### config.mk
export PLATFORM = sky130hd
export DESIGN_NAME = seg_scan_ctrl
export DESIGN_NICKNAME = d
export VERILOG_FILES = /design/src/rtl/seg_scan_ctrl.sv
export SDC_FILE = /design/constraint.sdc
export NUM_CORES = 1
export LEC_CHECK = 0
export BUFFER_PORTS_ARGS = -buffer_cell sky130_fd_sc_hd__buf_4
export CAP_MARGIN = 30
export CORE_UTILIZATION = 30
export CTS_CLUSTER_DIAMETER = 50
export DETAILED_ROUTE_END_ITERATION = 8
export PLACE_DENSITY_LB_ADDON = 0.2
export SYNTH_ARGS = -nofsm -noshare
export SYNTH_HDL_FRONTEND = slang
export SYNTH_SLANG_ARGS = --single-unit
### constraint.sdc
create_clock -name clk -period 4.6 [get_ports clk]
set_clock_uncertainty 0.05 [all_clocks]
set_input_delay 0.69 -clock clk [delete_from_list [all_inputs] [get_ports clk]]
set_output_delay 0.69 -clock clk [all_outputs]
set_load 0.02 [all_outputs]
### src/rtl/seg_scan_ctrl.sv
// Time-multiplexed scan controller for an 8-digit seven-segment display.
// New images are double-buffered and only take effect at frame boundaries.
module seg_scan_ctrl #(
  parameter int N_DIGITS     = 8,
  parameter int REFRESH_DIV  = 100000,
  parameter int BLANK_CYCLES = 1000
) (
  input  logic                  clk,
  input  logic                  reset,
  input  logic                  load_valid,
  output logic                  load_ready,
  input  logic [4*N_DIGITS-1:0] load_value,
  input  logic [N_DIGITS-1:0]   load_dp,
  input  logic [N_DIGITS-1:0]   load_en,
  output logic [6:0]            sevenSeg,
  output logic                  dp,
  output logic [7:0]            anodes,
  output logic [2:0]            digit_idx,
  output logic                  frame_tick
);

  localparam int CNT_W = (REFRESH_DIV > 1) ? $clog2(REFRESH_DIV) : 1;
  localparam logic [CNT_W-1:0] CNT_LAST   = CNT_W'(REFRESH_DIV - 1);
  localparam logic [CNT_W-1:0] CNT_BLANK  = CNT_W'(BLANK_CYCLES);
  localparam logic [2:0]       LAST_DIGIT = 3'(N_DIGITS - 1);

  logic [CNT_W-1:0]             cnt;
  logic [CNT_W-1:0]             cnt_next;
  logic [2:0]                   idx_next;
  logic                         slot_wrap;
  logic                         frame_wrap;
  logic                         accept;
  logic                         apply_pending;
  logic                         show_next;

  logic [N_DIGITS-1:0][3:0]     shadow_value;
  logic [N_DIGITS-1:0][3:0]     shadow_value_next;
  logic [N_DIGITS-1:0]          shadow_dp;
  logic [N_DIGITS-1:0]          shadow_dp_next;
  logic [N_DIGITS-1:0]          shadow_en;
  logic [N_DIGITS-1:0]          shadow_en_next;

  logic [N_DIGITS-1:0][3:0]     pending_value;
  logic [N_DIGITS-1:0]          pending_dp;
  logic [N_DIGITS-1:0]          pending_en;
  logic                         pending_full;

  logic [6:0]                   seg_next;
  logic                         dp_next;
  logic [7:0]                   anodes_next;

  function automatic logic [6:0] hex_decode(input logic [3:0] nibble);
    case (nibble)
      4'h0:    hex_decode = 7'b0000001;
      4'h1:    hex_decode = 7'b1001111;
      4'h2:    hex_decode = 7'b0010010;
      4'h3:    hex_decode = 7'b0000110;
      4'h4:    hex_decode = 7'b1001100;
      4'h5:    hex_decode = 7'b0100100;
      4'h6:    hex_decode = 7'b0100000;
      4'h7:    hex_decode = 7'b0001111;
      4'h8:    hex_decode = 7'b0000000;
      4'h9:    hex_decode = 7'b0000100;
      4'hA:    hex_decode = 7'b0001000;
      4'hB:    hex_decode = 7'b1100000;
      4'hC:    hex_decode = 7'b0110001;
      4'hD:    hex_decode = 7'b1000010;
      4'hE:    hex_decode = 7'b0110000;
      default: hex_decode = 7'b0111000;
    endcase
  endfunction

  assign load_ready    = ~pending_full;
  assign accept        = load_valid & ~pending_full;
  assign slot_wrap     = (cnt == CNT_LAST);
  assign frame_wrap    = slot_wrap & (digit_idx == LAST_DIGIT);
  assign apply_pending = frame_wrap & pending_full;

  // Outputs are registered from the next-cycle scan position and image, so
  // each cycle's segments/anodes match that cycle's cnt, digit and shadow.
  always_comb begin
    cnt_next          = slot_wrap ? '0 : cnt + CNT_W'(1);
    idx_next          = digit_idx;
    shadow_value_next = shadow_value;
    shadow_dp_next    = shadow_dp;
    shadow_en_next    = shadow_en;
    seg_next          = 7'h7F;
    dp_next           = 1'b1;
    anodes_next       = 8'hFF;

    if (slot_wrap) begin
      idx_next = frame_wrap ? 3'd0 : digit_idx + 3'd1;
    end

    if (apply_pending) begin
      shadow_value_next = pending_value;
      shadow_dp_next    = pending_dp;
      shadow_en_next    = pending_en;
    end

    show_next = (cnt_next >= CNT_BLANK);
    if (show_next) begin
      seg_next = hex_decode(shadow_value_next[idx_next]);
      dp_next  = ~shadow_dp_next[idx_next];
      if (shadow_en_next[idx_next]) begin
        anodes_next[idx_next] = 1'b0;
      end
    end
  end

  // Scan position, image buffers and display registers share one clock edge.
  always_ff @(posedge clk or negedge reset) begin
    if (!reset) begin
      cnt           <= '0;
      digit_idx     <= 3'd0;
      frame_tick    <= 1'b0;
      anodes        <= 8'hFF;
      sevenSeg      <= 7'h7F;
      dp            <= 1'b1;
      shadow_value  <= '0;
      shadow_dp     <= '0;
      shadow_en     <= '0;
      pending_value <= '0;
      pending_dp    <= '0;
      pending_en    <= '0;
      pending_full  <= 1'b0;
    end else begin
      cnt          <= cnt_next;
      digit_idx    <= idx_next;
      frame_tick   <= frame_wrap;
      anodes       <= anodes_next;
      sevenSeg     <= seg_next;
      dp           <= dp_next;
      shadow_value <= shadow_value_next;
      shadow_dp    <= shadow_dp_next;
      shadow_en    <= shadow_en_next;

      // Accept and apply never coincide: accept needs an empty buffer.
      if (accept) begin
        pending_value <= load_value;
        pending_dp    <= load_dp;
        pending_en    <= load_en;
        pending_full  <= 1'b1;
      end else if (apply_pending) begin
        pending_full  <= 1'b0;
      end
    end
  end

endmodule

==> flow_results.xml, run 1 <==
<?xml version="1.0" encoding="UTF-8"?>
<metrics>
  <group name="global_route">
    <metric name="largest_net_degree_at_the_start_of_global_routing" unit="">71</metric>
    <metric name="grt_first_pass_wirelength" unit="um">22600</metric>
    <metric name="global_route.usage.total" unit="%">14.5</metric>
    <metric name="number_of_antenna_violations_at_the_first_check_in_global_routing" unit="">0</metric>
    <metric name="grt_overflow_total" unit="">0</metric>
    <metric name="first_global_vias" unit="">4331</metric>
  </group>
  <group name="synthesis">
    <metric name="synth.most_common_cell" unit="">sky130_fd_sc_hd__dfrtp_1</metric>
    <metric name="synth.area.top_cells" unit="">sky130_fd_sc_hd__dfrtp_1, sky130_fd_sc_hd__mux2_2, sky130_fd_sc_hd__nand2_1</metric>
    <metric name="synth.distinct_cells" unit="">58</metric>
    <metric name="synth-main-ff-cell" unit="">sky130_fd_sc_hd__dfrtp_1</metric>
    <metric name="ys_seq_elements" unit="">134</metric>
    <metric name="synth_largest_area_cell" unit="">sky130_fd_sc_hd__dfrtp_1</metric>
    <metric name="simple_gate_portion_of_the_synthesized_area" unit="%">16.4</metric>
    <metric name="yosysSeqAreaShare" unit="%">56.1</metric>
    <metric name="synth_compound_gate_area_share" unit="%">5.64</metric>
    <metric name="synth_warnings" unit="">0</metric>
    <metric name="synth_common_cells" unit="">sky130_fd_sc_hd__dfrtp_1, sky130_fd_sc_hd__nand2_1, sky130_fd_sc_hd__mux2_2</metric>
    <metric name="synth_fp_nets" unit="">596</metric>
    <metric name="gate_count_post_synth" unit="">536</metric>
    <metric name="post_synth_xor_area_fraction" unit="%">2.04</metric>
    <metric name="synth.cell_area" unit="mm2">0.00601</metric>
    <metric name="synth_top_family_by_area" unit="">simple AND/OR/NAND/NOR gates</metric>
    <metric name="synth_top_cell_area_share" unit="%">49.1</metric>
    <metric name="yosys-mux-area-fraction" unit="%">14.6</metric>
    <metric name="fraction_of_the_mapped_netlist_area_in_adder_cells" unit="%">1.87</metric>
    <metric name="post_synth.cell_area_avg" unit="um2">11.2</metric>
    <metric name="synthArstFlopShare" unit="%">100</metric>
    <metric name="synth-edff-count" unit="">0</metric>
  </group>
  <group name="finish">
    <metric name="diodes" unit="">0</metric>
    <metric name="num-fill-cells" unit="">1964</metric>
    <metric name="fin_area" unit="mm2">0.00740</metric>
    <metric name="area_growth_from_synthesis_to_layout" unit="%">23.1</metric>
    <metric name="layout_cells_sized_above_1" unit="%">32.1</metric>
    <metric name="finish.net_count" unit="">670</metric>
  </group>
  <group name="timing">
    <metric name="total_negative_slack" unit="ns">0</metric>
    <metric name="setup_viol" unit="">0</metric>
    <metric name="min_period_over_period" unit="%">82.8</metric>
    <metric name="slew_headroom" unit="%">39.1</metric>
    <metric name="layout_min_cycle_time" unit="ns">3.81</metric>
    <metric name="fmax" unit="MHz">263</metric>
    <metric name="hold_viol" unit="">0</metric>
    <metric name="timing.final.max_slew_violations" unit="">0</metric>
    <metric name="worst_slew_pin_slew" unit="ns">0.912</metric>
    <metric name="rsz0062_at_grt" unit="">false</metric>
  </group>
  <group name="detailed_routing">
    <metric name="detail_route.vias_per_cell" unit="">4.63</metric>
    <metric name="highest-signal-layer" unit="">met4</metric>
    <metric name="met3_wirelength" unit="um">596</metric>
    <metric name="dr.first_iter.drc_count" unit="">199</metric>
    <metric name="route.antenna.remaining_nets" unit="">0</metric>
    <metric name="drt_wl_total" unit="um">13700</metric>
    <metric name="met2RoutedLength" unit="um">6260</metric>
    <metric name="drt_drc_violations_left" unit="">0</metric>
    <metric name="met1_length" unit="um">6660</metric>
    <metric name="first_pass_iters" unit="">4</metric>
    <metric name="wire_per_inst" unit="um">15.4</metric>
    <metric name="vias" unit="">4111</metric>
  </group>
  <group name="floorplan">
    <metric name="core_area" unit="mm2">0.0195</metric>
    <metric name="die_w" unit="um">144</metric>
    <metric name="die-area" unit="mm2">0.0206</metric>
    <metric name="floorplan.io_pins" unit="">72</metric>
    <metric name="die_h" unit="um">144</metric>
    <metric name="placementRows" unit="">51</metric>
    <metric name="starting_utilization_of_the_core_area" unit="%">30.8</metric>
  </group>
  <group name="power_and_ir_drop">
    <metric name="power.density" unit="mW/mm2">363</metric>
    <metric name="power.leakage" unit="nW">3.50</metric>
    <metric name="vdd.ir_drop.worst" unit="mV">0.232</metric>
  </group>
  <group name="worst_setup_path">
    <metric name="largest_driver_fanout_on_the_critical_path" unit="">14</metric>
    <metric name="worst_setup_path_start_kind" unit="">flop</metric>
    <metric name="critical_path.top_delay_family" unit="">simple AND/OR/NAND/NOR gates</metric>
    <metric name="crit_path_max_incr_delay" unit="ns">0.54</metric>
    <metric name="worst-setup-path-type" unit="">reg -&gt; reg</metric>
    <metric name="worst-path-buf-inv" unit="">3</metric>
    <metric name="arrival_time_of_the_worst_setup_path" unit="ns">4.09</metric>
    <metric name="worst_ep_required_time" unit="ns">4.88</metric>
    <metric name="worst_path_max_delay_cell" unit="">sky130_fd_sc_hd__o21ai_1</metric>
    <metric name="crit_path_cell_trace" unit="">ha_1 &gt; and4_1 &gt; and4_1 &gt; buf_4 &gt; nor3b_1 &gt; o21ai_1 &gt; o2bb2ai_1 &gt; a221oi_1 &gt; nand4_1 &gt; inv_1 &gt; ha_1 &gt; inv_1 &gt; mux2i_1 &gt; mux2i_1 &gt; or2_2</metric>
    <metric name="critPathCaptureType" unit="">flop</metric>
  </group>
  <group name="outcome">
    <metric name="status" unit="">finished clean</metric>
  </group>
  <group name="clocking">
    <metric name="clkLatencyLatePin" unit="ns">0.42</metric>
    <metric name="clock-root-buffer" unit="">sky130_fd_sc_hd__clkbuf_16</metric>
    <metric name="cts.htree.levels" unit="">4</metric>
    <metric name="clock_sinks" unit="">134</metric>
    <metric name="post_cts_buffers" unit="">0</metric>
    <metric name="tritoncts_clock_tree" unit="">built</metric>
    <metric name="cts_repair_resize_count" unit="">0</metric>
    <metric name="post_cts_hold_buffer_count" unit="">0</metric>
    <metric name="clock_tree.buffer_depth" unit="">2</metric>
    <metric name="cts_inserted_buffers" unit="">17</metric>
    <metric name="cts.reportedPaths.clkPinSlew" unit="ns">0.06</metric>
  </group>
  <group name="place">
    <metric name="detailedPlacementHpwl" unit="um">9900</metric>
    <metric name="cell_area_reported_after_detailed_placement" unit="mm2">0.00682</metric>
    <metric name="port_buffers" unit="">71</metric>
    <metric name="gp_congestion" unit="">0.827</metric>
  </group>
  <group name="hold_path">
    <metric name="hp-class" unit="">in -&gt; async</metric>
  </group>
  <group name="job">
    <metric name="maxCapViolations" unit="">0</metric>
  </group>
</metrics>
[layer usage]
| layer | vias to the layer above | track usage (%) |
|---|---|---|
| met4 | 0 | 4.48 |
| met3 | 15 | 4.37 |
| li1 | 1996 | - |
| met5 | - | 0 |
| met2 | 77 | 22.5 |
| met1 | 2023 | 19.4 |
[path summary, 6_finish.rpt]
kind	from	endpoint	slack, ns	depth (start not counted)
max in group asynchronous	reset	anodes[2]	3.30	2
setup reg to reg	cnt[0]	sevenSeg[3]	0.79	15
hold reg to reg	shadow_dp[7]	shadow_dp[7]	0.42	2
hold / removal	reset	cnt[8]	0.31	1
setup / recovery	cnt[0]	sevenSeg[3]	0.79	15
min in group clk	shadow_dp[7]	shadow_dp[7]	0.42	2
[power breakdown]
group	internal (mW)	switching [mW]
clock	0.804	0.523
sequential	1.23	0.0312
combinational	0.0640	0.0389
[metrics by stage]
stage,hold WS [ns],util (%),total power [mW],cells,setup slack (ns)
6_report,0.312,37.9,2.69,888,0.793
3_3_place_gp,0.404,34.9,1.39,856,0.981
5_1_grt,0.364,37.9,2.80,888,0.451
3_5_place_dp,0.406,34.9,1.39,856,0.812
2_1_floorplan,0.344,-,1.31,536,1.37
4_1_cts,0.332,37.9,2.73,888,0.787
[cell type report]
type | count | area (um2) | area share [%]
Sequential cell | 134 | 3370 | 45.6
Multi-Input combinational cell | 359 | 2440 | 33.0
Timing Repair Buffer | 78 | 598 | 8.08
Clock buffer | 19 | 433 | 5.85
Tap cell | 265 | 332 | 4.48
Clock inverter | 13 | 148 | 1.99
Inverter | 20 | 75.1 | 1.01
[cell usage in the layout (no fill, tap or decap), types with 3 or more instances in the layout]
cell,instances
sky130_fd_sc_hd__o22ai_1,6
sky130_fd_sc_hd__inv_1,20
sky130_fd_sc_hd__dfrtp_1,118
sky130_fd_sc_hd__dfstp_2,16
sky130_fd_sc_hd__mux2_2,60
sky130_fd_sc_hd__nand3_1,9
sky130_fd_sc_hd__mux2i_1,17
sky130_fd_sc_hd__nand4_1,7
sky130_fd_sc_hd__and4_1,3
sky130_fd_sc_hd__buf_4,77
sky130_fd_sc_hd__nand2b_1,6
sky130_fd_sc_hd__and2_1,6
sky130_fd_sc_hd__a21oi_1,9
sky130_fd_sc_hd__xnor2_1,8
sky130_fd_sc_hd__clkbuf_16,17
sky130_fd_sc_hd__nand2_1,117
sky130_fd_sc_hd__or2_2,3
sky130_fd_sc_hd__o2bb2ai_1,4
sky130_fd_sc_hd__clkinvlp_4,3
sky130_fd_sc_hd__o21ai_0,7
sky130_fd_sc_hd__nor2_1,25
sky130_fd_sc_hd__xor2_1,6
sky130_fd_sc_hd__ha_1,9
sky130_fd_sc_hd__nor3_1,4
sky130_fd_sc_hd__nor2b_1,3
sky130_fd_sc_hd__a22oi_1,4
sky130_fd_sc_hd__nor4_1,4
sky130_fd_sc_hd__clkinv_4,3
[flip-flops by register name, summed over array words and instances, names as in the netlist]
| signal | flops |
|---|---|
| pending_value | 32 |
| shadow_en | 8 |
| shadow_dp | 8 |
| anodes | 8 |
| shadow_value | 32 |
| digit_idx | 3 |
| sevenSeg | 7 |
| frame_tick | 1 |
| cnt | 17 |
| pending_full | 1 |
| dp | 1 |
| pending_en | 8 |
| pending_dp | 8 |
[cell families after synthesis]
logic type                 after synthesis
buffers and inverters                   43
and+or+nand+nor                        208
DFF                                    134
muxes                                   79
adders and majority gates                9
AOI/OAI and AO/OA                       49
xor gates and xnor gates                14
(Power assumes the default switching activity.)
==> run 2: changes to the inputs <==
- clock period: 4.6 -> 3.4 ns (I/O delays scaled with it)
==> flow_results.xml, run 2 (synthesized netlist as in run 1, its figures left out) <==
<?xml version="1.0" encoding="UTF-8"?>
<metrics>
  <group name="timing">
    <metric name="fmax" unit="MHz">305</metric>
    <metric name="hold_viol" unit="">4</metric>
    <metric name="min_period_over_period" unit="%">96.6</metric>
    <metric name="timing.final.max_slew_violations" unit="">0</metric>
    <metric name="slew_headroom" unit="%">57.0</metric>
    <metric name="setup_viol" unit="">0</metric>
    <metric name="setup_ws" unit="ns">0.117</metric>
    <metric name="worst_slew_pin_slew" unit="ns">0.644</metric>
    <metric name="total_negative_slack" unit="ns">0</metric>
    <metric name="layout_min_cycle_time" unit="ns">3.28</metric>
    <metric name="rsz0062_at_grt" unit="">true</metric>
    <metric name="fin_hold_ws" unit="ns">-0.00319</metric>
  </group>
  <group name="detailed_routing">
    <metric name="detail_route.vias_per_cell" unit="">4.64</metric>
    <metric name="drt_wl_total" unit="um">14000</metric>
    <metric name="dr.first_iter.drc_count" unit="">235</metric>
    <metric name="first_pass_iters" unit="">4</metric>
    <metric name="wire_per_inst" unit="um">15.2</metric>
    <metric name="vias" unit="">4270</metric>
    <metric name="route.antenna.remaining_nets" unit="">0</metric>
    <metric name="drt_drc_violations_left" unit="">0</metric>
  </group>
  <group name="global_route">
    <metric name="first_global_vias" unit="">4302</metric>
    <metric name="largest_net_degree_at_the_start_of_global_routing" unit="">64</metric>
    <metric name="global_route.usage.total" unit="%">14.6</metric>
    <metric name="number_of_antenna_violations_at_the_first_check_in_global_routing" unit="">0</metric>
    <metric name="grt_overflow_total" unit="">0</metric>
    <metric name="grt_first_pass_wirelength" unit="um">22600</metric>
  </group>
  <group name="clocking">
    <metric name="clock_sinks" unit="">134</metric>
    <metric name="clkLatencyLatePin" unit="ns">0.42</metric>
    <metric name="cts.htree.levels" unit="">4</metric>
    <metric name="tritoncts_clock_tree" unit="">built</metric>
    <metric name="post_cts_hold_buffer_count" unit="">0</metric>
    <metric name="cts_inserted_buffers" unit="">17</metric>
    <metric name="cts.reportedPaths.clkPinSlew" unit="ns">0.06</metric>
    <metric name="clock_tree.buffer_depth" unit="">2</metric>
    <metric name="clock-root-buffer" unit="">sky130_fd_sc_hd__clkbuf_16</metric>
  </group>
  <group name="outcome">
    <metric name="violations" unit="">hold timing</metric>
    <metric name="status" unit="">finished, violations left</metric>
  </group>
  <group name="worst_setup_path">
    <metric name="worst-setup-path-type" unit="">reg -&gt; reg</metric>
    <metric name="largest_driver_fanout_on_the_critical_path" unit="">10</metric>
    <metric name="worst_ep_required_time" unit="ns">3.69</metric>
    <metric name="worst_setup_path_start_kind" unit="">flop</metric>
    <metric name="critPathCaptureType" unit="">flop</metric>
    <metric name="arrival_time_of_the_worst_setup_path" unit="ns">3.57</metric>
  </group>
  <group name="place">
    <metric name="place_worst_setup_slack" unit="ns">0.0653</metric>
    <metric name="detailedPlacementHpwl" unit="um">10400</metric>
    <metric name="port_buffers" unit="">71</metric>
    <metric name="cell_area_reported_after_detailed_placement" unit="mm2">0.00706</metric>
    <metric name="gp_congestion" unit="">0.811</metric>
  </group>
  <group name="finish">
    <metric name="fin_area" unit="mm2">0.00769</metric>
    <metric name="leading_cell_type_in_the_layout_fill_and_taps_excluded" unit="">sky130_fd_sc_hd__dfrtp_1</metric>
    <metric name="finish.net_count" unit="">703</metric>
    <metric name="diodes" unit="">0</metric>
    <metric name="layout_cells_sized_above_1" unit="%">36.6</metric>
    <metric name="mostFrequentLayoutCells" unit="">sky130_fd_sc_hd__dfrtp_1, sky130_fd_sc_hd__nand2_1, sky130_fd_sc_hd__buf_4</metric>
    <metric name="num-fill-cells" unit="">1919</metric>
    <metric name="area_growth_from_synthesis_to_layout" unit="%">27.9</metric>
    <metric name="largest_registers" unit="">pending_value x32, shadow_value x32, cnt x17</metric>
  </group>
  <group name="job">
    <metric name="maxCapViolations" unit="">0</metric>
  </group>
  <group name="floorplan">
    <metric name="placementRows" unit="">51</metric>
    <metric name="die_h" unit="um">144</metric>
    <metric name="starting_utilization_of_the_core_area" unit="%">30.8</metric>
    <metric name="core_area" unit="mm2">0.0195</metric>
    <metric name="floorplan.io_pins" unit="">72</metric>
    <metric name="die_w" unit="um">144</metric>
    <metric name="die-area" unit="mm2">0.0206</metric>
  </group>
  <group name="power_and_ir_drop">
    <metric name="fin_total_pwr" unit="mW">3.64</metric>
    <metric name="power.leakage" unit="nW">3.68</metric>
    <metric name="power.density" unit="mW/mm2">474</metric>
    <metric name="vdd.ir_drop.worst" unit="mV">0.349</metric>
  </group>
  <group name="hold_path">
    <metric name="hp-class" unit="">in -&gt; async</metric>
  </group>
</metrics>
==> run 2: cell types whose count changed in the layout (fill, tap and decap cells not counted), sizes merged <==
cell	previous run	this run
buf	78	111
clkbuf	19	18
clkinv	5	10
clkinvlp	3	0
inv	23	22
==> run 2: timing repair <==
| item | CTS | global route |
|---|---|---|
| setup endpoints to repair | 0 | 7 |
| setup buffers | 0 | 1 |
| resized for setup | 0 | 9 |
==> run 2: critical path, stage by stage, from the launching register on <==
cell and delay [ns]:
sky130_fd_sc_hd__dfrtp_1 0.38, sky130_fd_sc_hd__ha_1 0.20, sky130_fd_sc_hd__ha_1 0.24, sky130_fd_sc_hd__and2_1 0.20, sky130_fd_sc_hd__nand2_2 0.22, sky130_fd_sc_hd__mux2_2 0.38
sky130_fd_sc_hd__a22o_1 0.25, sky130_fd_sc_hd__a221oi_2 0.19, sky130_fd_sc_hd__nand4_2 0.20, sky130_fd_sc_hd__inv_1 0.17, sky130_fd_sc_hd__ha_1 0.18, sky130_fd_sc_hd__inv_1 0.04
sky130_fd_sc_hd__mux2i_1 0.13, sky130_fd_sc_hd__mux2i_1 0.08, sky130_fd_sc_hd__or2_2 0.28
==> run 2: layout make-up <==
class	count	area, um2	area share, %
well taps	265	332	4.31
clock inverters	14	154	2.00
repair buffers	111	846	11.0
clock buffers	18	429	5.58
inverters	20	75.1	0.976
flip-flops and latches	134	3370	43.9
multi-input cells	359	2480	32.3
==> run 2: final timing paths <==
check                      cells past startpoint             start  slack, ns               end
setup / recovery                              14      digit_idx[0]       0.12       sevenSeg[3]
hold / removal                                 1             reset     -0.003            cnt[8]
setup reg to reg                              14      digit_idx[0]       0.12       sevenSeg[3]
hold reg to reg                                2  shadow_value[21]       0.42  shadow_value[21]
max in group asynchronous                      2             reset       2.40         anodes[4]
min in group clk                               2        load_en[4]       0.27     pending_en[4]
==> run 2: through the flow <==
step	utilization [%]	std cells
finish	39.4	921
global route	39.4	921
CTS	39.2	920
detailed placement	36.2	888
global placement	36.2	888
floorplan	-	536
==> run 2: metal layers <==
| layer | vias up | wire length, um | GRT usage, % |
|---|---|---|---|
| met2 | 81 | 6340 | 21.7 |
| met5 | - | 0 | 0 |
| li1 | 2054 | - | - |
| met4 | 0 | 331 | 6.22 |
| met1 | 2114 | 6740 | 19.7 |
| met3 | 21 | 609 | 4.43 |
==> run 2: where the power goes <==
group	switching (mW)	internal, mW
registers	0.0408	1.66
logic	0.0549	0.0876
clock network	0.712	1.09
